===== src/rtl/seg_scan_ctrl.sv =====
// seg_scan_ctrl
//   Scan controller for an NDIG-digit, time-multiplexed 7-segment display.
//   It holds one frame of packed BCD digits and walks a single shared
//   BCD-to-7seg decoder across them. Each digit is lit for PRESCALE cycles,
//   followed by DEAD cycles with every digit off. A new frame is accepted
//   through a valid/ready port. It only replaces the displayed frame at a
//   frame boundary, or while the display is off, so a frame never tears.
//
//   Handshake: a transfer happens on a rising clk edge where load_valid and
//   load_ready are both 1. load_ready depends only on internal state, never
//   on load_valid. load_data is captured on that edge and need not be held
//   afterwards.
//
// Ports
//   clk         in   1       system clock, rising edge
//   rst         in   1       synchronous reset, active-high
//   enable      in   1       1 = scan, 0 = display off
//   load_valid  in   1       frame offered on load_data
//   load_data   in   4*NDIG  digit k at [4k+3:4k], digit 0 least significant
//   load_ready  out  1       a frame can be accepted (no frame pending)
//   bcd         out  4       value presented to the shared decoder
//   an          out  NDIG    one-hot digit enable, all-zero = off
//   blank       out  1       1 = force all segments off
//   frame_done  out  1       one-cycle pulse at the start of each new frame
module seg_scan_ctrl #(
  parameter int NDIG     = 4,
  parameter int PRESCALE = 1000,
  parameter int DEAD     = 2,
  parameter int LZB      = 1
) (
  input  logic              clk,
  input  logic              rst,
  input  logic              enable,
  input  logic              load_valid,
  input  logic [4*NDIG-1:0] load_data,
  output logic              load_ready,
  output logic [3:0]        bcd,
  output logic [NDIG-1:0]   an,
  output logic              blank,
  output logic              frame_done
);

  localparam int MX = (PRESCALE > DEAD) ? PRESCALE : DEAD;
  localparam int CW = $clog2((MX > 2) ? MX : 2);
  localparam int IW = $clog2(NDIG);

  localparam logic [CW-1:0] PRE_LAST  = CW'(PRESCALE - 1);
  localparam logic [CW-1:0] DEAD_LAST = (DEAD > 0) ? CW'(DEAD - 1) : '0;
  localparam logic [IW-1:0] IDX_LAST  = IW'(NDIG - 1);

  typedef enum logic [1:0] {
    S_OFF = 2'd0,
    S_LIT = 2'd1,
    S_GAP = 2'd2
  } state_t;

  state_t            state, state_n;
  logic [IW-1:0]     idx, idx_n;
  logic [CW-1:0]     cnt, cnt_n;
  logic [4*NDIG-1:0] active, active_n;
  logic [4*NDIG-1:0] pending, pending_n;
  logic              pend, pend_n;

  logic              step;      // current digit finished, move to the next
  logic              boundary;  // last digit finished, new frame starts
  logic [3:0]        digit;
  logic              upper_nz;  // some digit at or above idx is nonzero
  logic [NDIG-1:0]   an_n;
  logic [3:0]        bcd_n;
  logic              blank_n;

  // Next-state: sequencing, handshake and commit
  always_comb begin
    state_n   = state;
    idx_n     = idx;
    cnt_n     = cnt;
    active_n  = active;
    pending_n = pending;
    pend_n    = pend;
    step      = 1'b0;
    boundary  = 1'b0;

    if (!enable) begin
      state_n = S_OFF;
      idx_n   = '0;
      cnt_n   = '0;
    end else begin
      case (state)
        S_OFF: begin
          state_n = S_LIT;
          idx_n   = '0;
          cnt_n   = '0;
        end
        S_LIT: begin
          if (cnt == PRE_LAST) begin
            cnt_n = '0;
            if (DEAD > 0) state_n = S_GAP;
            else          step    = 1'b1;
          end else begin
            cnt_n = cnt + 1'b1;
          end
        end
        S_GAP: begin
          if (cnt == DEAD_LAST) begin
            cnt_n = '0;
            step  = 1'b1;
          end else begin
            cnt_n = cnt + 1'b1;
          end
        end
        default: begin
          state_n = S_OFF;
          idx_n   = '0;
          cnt_n   = '0;
        end
      endcase

      if (step) begin
        state_n = S_LIT;
        if (idx == IDX_LAST) begin
          idx_n    = '0;
          boundary = 1'b1;
        end else begin
          idx_n = idx + 1'b1;
        end
      end
    end

    // Commit and transfer need opposite values of pend, so at most one fires.
    if (pend && (boundary || state == S_OFF)) begin
      active_n = pending;
      pend_n   = 1'b0;
    end else if (load_valid && !pend) begin
      pending_n = load_data;
      pend_n    = 1'b1;
    end
  end

  // Output decode from next-state values so registered outputs line up with
  // the state they describe, and a freshly committed frame shows at once.
  always_comb begin
    digit    = 4'd0;
    upper_nz = 1'b0;
    for (int k = 0; k < NDIG; k++) begin
      if (k == int'(idx_n)) digit = active_n[4*k +: 4];
      if (k >= int'(idx_n) && active_n[4*k +: 4] != 4'd0) upper_nz = 1'b1;
    end

    an_n    = '0;
    bcd_n   = 4'd0;
    blank_n = 1'b1;
    if (state_n == S_LIT) begin
      an_n = NDIG'(1) << idx_n;
      if (digit > 4'd9) begin
        blank_n = 1'b1;
      end else if (LZB != 0 && idx_n != '0 && !upper_nz) begin
        blank_n = 1'b1;
      end else begin
        blank_n = 1'b0;
        bcd_n   = digit;
      end
    end
  end

  always_ff @(posedge clk) begin
    if (rst) begin
      state      <= S_OFF;
      idx        <= '0;
      cnt        <= '0;
      active     <= '0;
      pending    <= '0;
      pend       <= 1'b0;
      an         <= '0;
      bcd        <= 4'd0;
      blank      <= 1'b1;
      frame_done <= 1'b0;
      load_ready <= 1'b1;
    end else begin
      state      <= state_n;
      idx        <= idx_n;
      cnt        <= cnt_n;
      active     <= active_n;
      pending    <= pending_n;
      pend       <= pend_n;
      an         <= an_n;
      bcd        <= bcd_n;
      blank      <= blank_n;
      frame_done <= boundary;
      load_ready <= ~pend_n;
    end
  end

endmodule


===== config.mk =====
export PLATFORM = sky130hd
export DESIGN_NAME = seg_scan_ctrl
export DESIGN_NICKNAME = d
export VERILOG_FILES = /design/src/rtl/seg_scan_ctrl.sv
export SDC_FILE = /design/constraint.sdc
export NUM_CORES = 1
export LEC_CHECK = 0
export ABC_AREA = 1
export CAP_MARGIN = 10
export CELL_PAD_IN_SITES_DETAIL_PLACEMENT = 2
export CELL_PAD_IN_SITES_GLOBAL_PLACEMENT = 2
export CORE_ASPECT_RATIO = 1.1
export CORE_MARGIN = 2
export CORE_UTILIZATION = 34
export DETAILED_ROUTE_END_ITERATION = 7
export GPL_ROUTABILITY_DRIVEN = 0
export PLACE_DENSITY = 0.81
export SLEW_MARGIN = 20
export SYNTH_ARGS = -nofsm -noshare
export SYNTH_HDL_FRONTEND = slang
export SYNTH_SLANG_ARGS = --single-unit

===== constraint.sdc =====
create_clock -name clk -period 4.1 [get_ports clk]
set_clock_uncertainty 0.2 [all_clocks]
set_input_delay 0.615 -clock clk [delete_from_list [all_inputs] [get_ports clk]]
set_output_delay 0.615 -clock clk [all_outputs]
set_load 0.005 [all_outputs]

==> metrics.cfg, run 1 <==
[pwr]
irDropWorstVdd_mv=0.172
power_density_nw_per_um2=417
finalPower_mw=1.33
p_leak_nw=1.44

[synth]
ys_seq_elements=58
synth_area_leaders=dfxtp_1 (45%), nor2_1 (12%), nand2_1 (10%)
ys_seq_area_share_pct=44.7
synth_fp_nets=387
yosys.area.top_type_share_pct=44.7
syn_area_um2=2600
yosys_most_used_dff=dfxtp_1
async_flop_share_pct=0
synth_warnings=0
post-synth-top-area-cell=dfxtp_1
synth_edf_count=0
avgSynthCellArea_um2=7.22
ys_types=28
synth_most_common_cell=nor2_1
syn_inst=360
synth_common_cells=nor2_1 (80), nand2_1 (71), dfxtp_1 (58)

[cts]
htreeDepth=3
max-clock-path-buffers=2
cts_hold_buf=0
cts_made_buffers=9
post_cts_buffers=0
numClockSinks=58
post_cts_resized=0
cts-root-buf=clkbuf_8
cts_tree=yes
clock_latency_ps=330
clkTransAtPathRegs_ps=60

[global_routing]
antenna_found_initial=0
grt_usage_pct=19.6
grt_pass1_wl_mm=12.7
grt_max_degree=24
grt_remaining_overflow=0
grt_pass1_vias=2560

[sta]
rsz0062_at_grt=false
fmax_ghz=0.354
finalHoldViolations=0
timing.hold.ws_ps=275
final.setup.worst_slack_ps=1270
worst_pin_slew_ps=568
slew_headroom_pct=61.8
finalMaxSlewViolations=0
setup_tns_ps=0
layout_min_cycle_time_ps=2830
setup_violations=0
fin_crit_sh_pct=68.9

[worst_setup_path]
cp_slowest_cell=clkdlybuf4s50_1
path_max_fanout=23
reg2regPathDepth=16
crit_path_cell_trace=clkdlybuf4s50_1 > nand2_1 > inv_1 > nand3_2 > nand2_4 > nand2_4 > o21ai_0 > nand2_1 > nor2_1 > nand2_1 > nand2_1 > nand2_2 > nand2_4 > nor2_1
arrival_ps=2840
cpMostUsedCell=nand2_1
crit_type=in -> reg
worstPathRequired_ps=4120
r2r_slack_ps=1300
regToRegEndpoint=bcd[1]
max_stage_delay_ps=570
timing.rr.start=cnt[0]
crit_path_end_kind=flop
startpoint_type=input pin

[drt]
wirelength_mm=7.26
drc=0
vias_per_cell=4.83
ant_nets=0
drt_pass1_iterations=4
vias=2354
drt_iter0_markers=42
avgRoutedWirePerCell_um=14.9

[place]
hpwl_mm=5.44
io_buffer_count=30
placed_cells_incl_taps=471
dp_slack_ps=1010
placed_area_um2=2980

[layout]
syn_to_final_growth_pct=23.0
final_cells=487
design_area_um2=3200
nets=422
drive_above_1_share_pct=10.0
n_antenna_cell=0
utilization_pct=43.0
nFillCells=887

[worst_hold_path]
worstHoldStart=cnt[0]
hold_path.class=reg -> reg
hold_depth=1
holdPathEnd=cnt[0]

[floorplan]
io_pins=31
die_h_um=95.7
die_w_um=87.4
floorplan.initialDensity_pct=35.0
rows=33
coreArea_um2=7430
die_area_um2=8360

[flow_run]
cap_violations=0

[run_status]
outcome=finished clean

final cells by class:
class	count	area (um2)	share of cell area, %
inverter	39	146	4.58
sequential	58	1160	36.3
clock buffer	11	141	4.42
multi-input combinational	255	1250	39.0
tap	87	109	3.40
timing repair buffer	32	315	9.86
clock inverter	5	77.6	2.43
cells in the final DEF, fill, tap and decap left out, types with 4 or more instances in the layout:
cell             count
dfxtp_1             58
clkdlybuf4s50_1     30
clkbuf_8            10
nand3_1             21
nand2_2              6
o21ai_0             19
nor3_1               4
a21oi_1             12
nand2_1             71
nand4_1              5
nor2_1              80
ha_1                 7
nand2_4              7
nor2_2               7
inv_1               39
worst max-delay path, delay by kind of cell:
family                 cells  cell delay [ps]
AND/OR/NAND/NOR           11             1170
buffers and inverters      2              640
AO/OA/AOI/OAI              1              420
where the power goes:
group | switching [mW] | leakage [nW] | internal, mW | total (mW)
Combinational | 0.0799 | 0.858 | 0.0555 | 0.135
Clock | 0.234 | 0.109 | 0.357 | 0.591
Sequential | 0.0170 | 0.474 | 0.591 | 0.608
Total | 0.331 | 1.44 | 1.00 | 1.33
logic make-up (layout without fill, tap and decap cells):
| kind of cell | after synthesis | count (layout) | share of synthesized area (%) |
|---|---|---|---|
| and+or+nand+nor | 207 | 207 | 35.7 |
| AOI/OAI and AO/OA | 38 | 38 | 7.94 |
| adders and majority gates | 7 | 7 | 3.37 |
| xor gates and xnor gates | 3 | 3 | 1.01 |
| DFF | 58 | 58 | 44.7 |
| buffers and inverters | 47 | 87 | 7.36 |
worst max-delay path by stage:
stage / cells past startpoint / end / start
5_1_grt: 16 / bcd[2] / cnt[0]
4_1_cts: 16 / bcd[1] / cnt[0]
3_5_place_dp: 14 / bcd[1] / enable
2_1_floorplan: 13 / bcd[0] / cnt[0]
6_report: 14 / bcd[1] / enable
3_3_place_gp: 10 / bcd[0] / enable
state kept, by name (all words and copies together) (netlist names):
register / count
cnt: 10
an: 4
state: 2
pend: 1
load_ready: 1
pending: 16
blank: 1
active: 16
frame_done: 1
bcd: 4
idx: 2
per-layer routing:
| layer | vias up | wire length (um) | track usage, % |
|---|---|---|---|
| met2 | 22 | 3590 | 33.6 |
| met4 | 0 | 50 | 5.00 |
| met1 | 1127 | 3480 | 25.0 |
| li1 | 1201 | - | - |
| met3 | 4 | 135 | 4.12 |
| met5 | - | 0 | 0 |
(Power assumes the default switching activity.)
==> run 2, diff against run 1 <==
- CORE_UTILIZATION: 34 -> 31
- PLACE_DENSITY: 0.81 -> 0.75
- clock period: 4.1 -> 2.6 ns (I/O delays scaled with it)
==> metrics.cfg, run 2 (same netlist as run 1, synthesis figures left out) <==
[run_status]
outcome=finished clean

[layout]
final_cell_mix=nor2_1 (77), nand2_1 (68), dfxtp_1 (56)
final_common_cell=nor2_1
reg_top3=active x16, pending x16, cnt x10
utilization_pct=41.1  ; -1.9 points
design_area_um2=3400  ; +6.5%
drive_above_1_share_pct=16.7  ; +6.7 points
syn_to_final_growth_pct=30.9
n_antenna_cell=0  ; unchanged
nFillCells=967  ; +9.0%
nets=435  ; +3.1%

[pwr]
p_leak_nw=1.50  ; +4.4%
irDropWorstVdd_mv=0.227  ; +32%
power_density_nw_per_um2=571  ; +37%

[flow_run]
cap_violations=0  ; unchanged

[worst_setup_path]
max_stage_delay_ps=320  ; -250 ps
r2r_slack_ps=150  ; -1150 ps
arrival_ps=2470  ; -370 ps
cp_slowest_cell=dfxtp_2
crit_path_end_kind=flop
crit_type=reg -> reg
crit_path_cell_trace=inv_1 > ha_4 > inv_1 > nor2_1 > nand3_1 > nor2_2 > nand3_2 > nand2_8 > clkbuf_16 > nand3_1 > nand2_2 > nand2_1 > nand3_1 > nor2_2 > nand2_1 > nand2_2 > nand2_4 > nor2_2
path_max_fanout=5  ; -78%
worstPathRequired_ps=2620  ; -1500 ps
startpoint_type=flop

[cts]
cts-root-buf=clkbuf_8
htreeDepth=3  ; unchanged
cts_tree=yes
clock_latency_ps=330  ; about the same
clkTransAtPathRegs_ps=70  ; about the same
numClockSinks=58  ; unchanged
max-clock-path-buffers=2  ; unchanged
cts_hold_buf=0  ; unchanged
cts_made_buffers=9  ; unchanged

[sta]
slew_headroom_pct=48.7  ; -13 points
timing.hold.ws_ps=266  ; -9.47 ps
setup_violations=0  ; unchanged
worst_pin_slew_ps=769  ; +201 ps
finalMaxSlewViolations=0  ; unchanged
layout_min_cycle_time_ps=2450
setup_tns_ps=0  ; unchanged
finalHoldViolations=0  ; unchanged
fin_crit_sh_pct=94.1
fmax_ghz=0.409

[floorplan]
rows=35  ; +6.1%
floorplan.initialDensity_pct=31.4  ; -3.6 points
die_area_um2=9140  ; +9.2%
io_pins=31  ; unchanged
die_w_um=91.3  ; +4.5%
coreArea_um2=8280  ; +11%
die_h_um=100  ; +4.5%

[drt]
wirelength_mm=7.54  ; +3.9%
ant_nets=0  ; unchanged
drt_pass1_iterations=4  ; unchanged
drc=0  ; unchanged
drt_iter0_markers=68  ; +62%
vias=2412  ; +2.5%
avgRoutedWirePerCell_um=14.4  ; -3.3%
vias_per_cell=4.61  ; -4.6%

[global_routing]
grt_pass1_wl_mm=12.3  ; -2.8%
grt_max_degree=24  ; unchanged
grt_remaining_overflow=0  ; unchanged
grt_pass1_vias=2565  ; +0.20%
grt_usage_pct=17.0  ; -2.6 points
antenna_found_initial=0  ; unchanged

[place]
placed_area_um2=3050  ; +2.3%
hpwl_mm=5.36  ; -1.5%
io_buffer_count=30  ; unchanged

[worst_hold_path]
hold_path.class=reg -> reg

## run 2: cell types whose count changed in the layout (fill, tap and decap cells not counted), sizes merged
cell	previous run	this run
clkinv	2	3
nand2	84	86
clkbuf	11	13
buf	2	12
bufinv	2	0
clkinvlp	1	0
## run 2: path summary, 6_finish.rpt
check | from | endpoint | depth (start not counted)
max | cnt[1] | bcd[0] | 18
min | active[8] | active[8] | 2
max reg2reg | cnt[1] | bcd[0] | 18
min reg2reg | active[8] | active[8] | 2
## run 2: report_power, final
part           leakage (nW)  switching, mW  total [mW]  internal [mW]
clock network        0.0920          0.346       0.734          0.388
registers             0.475         0.0292       0.961          0.932
logic                 0.937          0.140       0.247          0.107
total                  1.50          0.516        1.94           1.43
## run 2: critical path, delay by kind of cell (launching register included)
family                   cells  cell delay (ps)
buffers and inverters        3              290
AND/OR/NAND/NOR             14             1370
adder cells (fa/ha/maj)      1              130
flip-flops                   1              320
## run 2: layout make-up
cell class / count / area (um2) / area share, %
Tap cell: 111 / 139 / 4.08
Timing Repair Buffer: 43 / 423 / 12.4
Multi-Input combinational cell: 257 / 1360 / 40.0
Sequential cell: 58 / 1160 / 34.2
Clock buffer: 12 / 155 / 4.56
Inverter: 39 / 146 / 4.30
Clock inverter: 3 / 15.0 / 0.441
## run 2: metrics by stage
step / setup WS, ps / total power, mW / cells
6_report: 153 / 1.94 / 523
5_1_grt: -14.9 / 2.06 / 523
4_1_cts: 45.8 / 1.93 / 515
3_5_place_dp: 4.57 / 1.19 / 500
3_3_place_gp: 94.5 / 1.19 / 500
2_1_floorplan: 456 / 1.10 / 360
## run 2: what timing repair did
item | in CTS | in global routing
gates resized for setup | 1 | 25
pin swaps | 0 | 8
endpoints found under the setup margin | 4 | 5
gates cloned | 0 | 3
buffers inserted | 0 | 5
## run 2: per-layer routing
| layer | track usage [%] | vias to the layer above | routed length [um] |
|---|---|---|---|
| met5 | 0 | - | 0 |
| met4 | 5.94 | 0 | 106 |
| met3 | 3.60 | 9 | 184 |
| met2 | 28.1 | 26 | 3730 |
| met1 | 22.0 | 1143 | 3520 |
| li1 | - | 1234 | - |
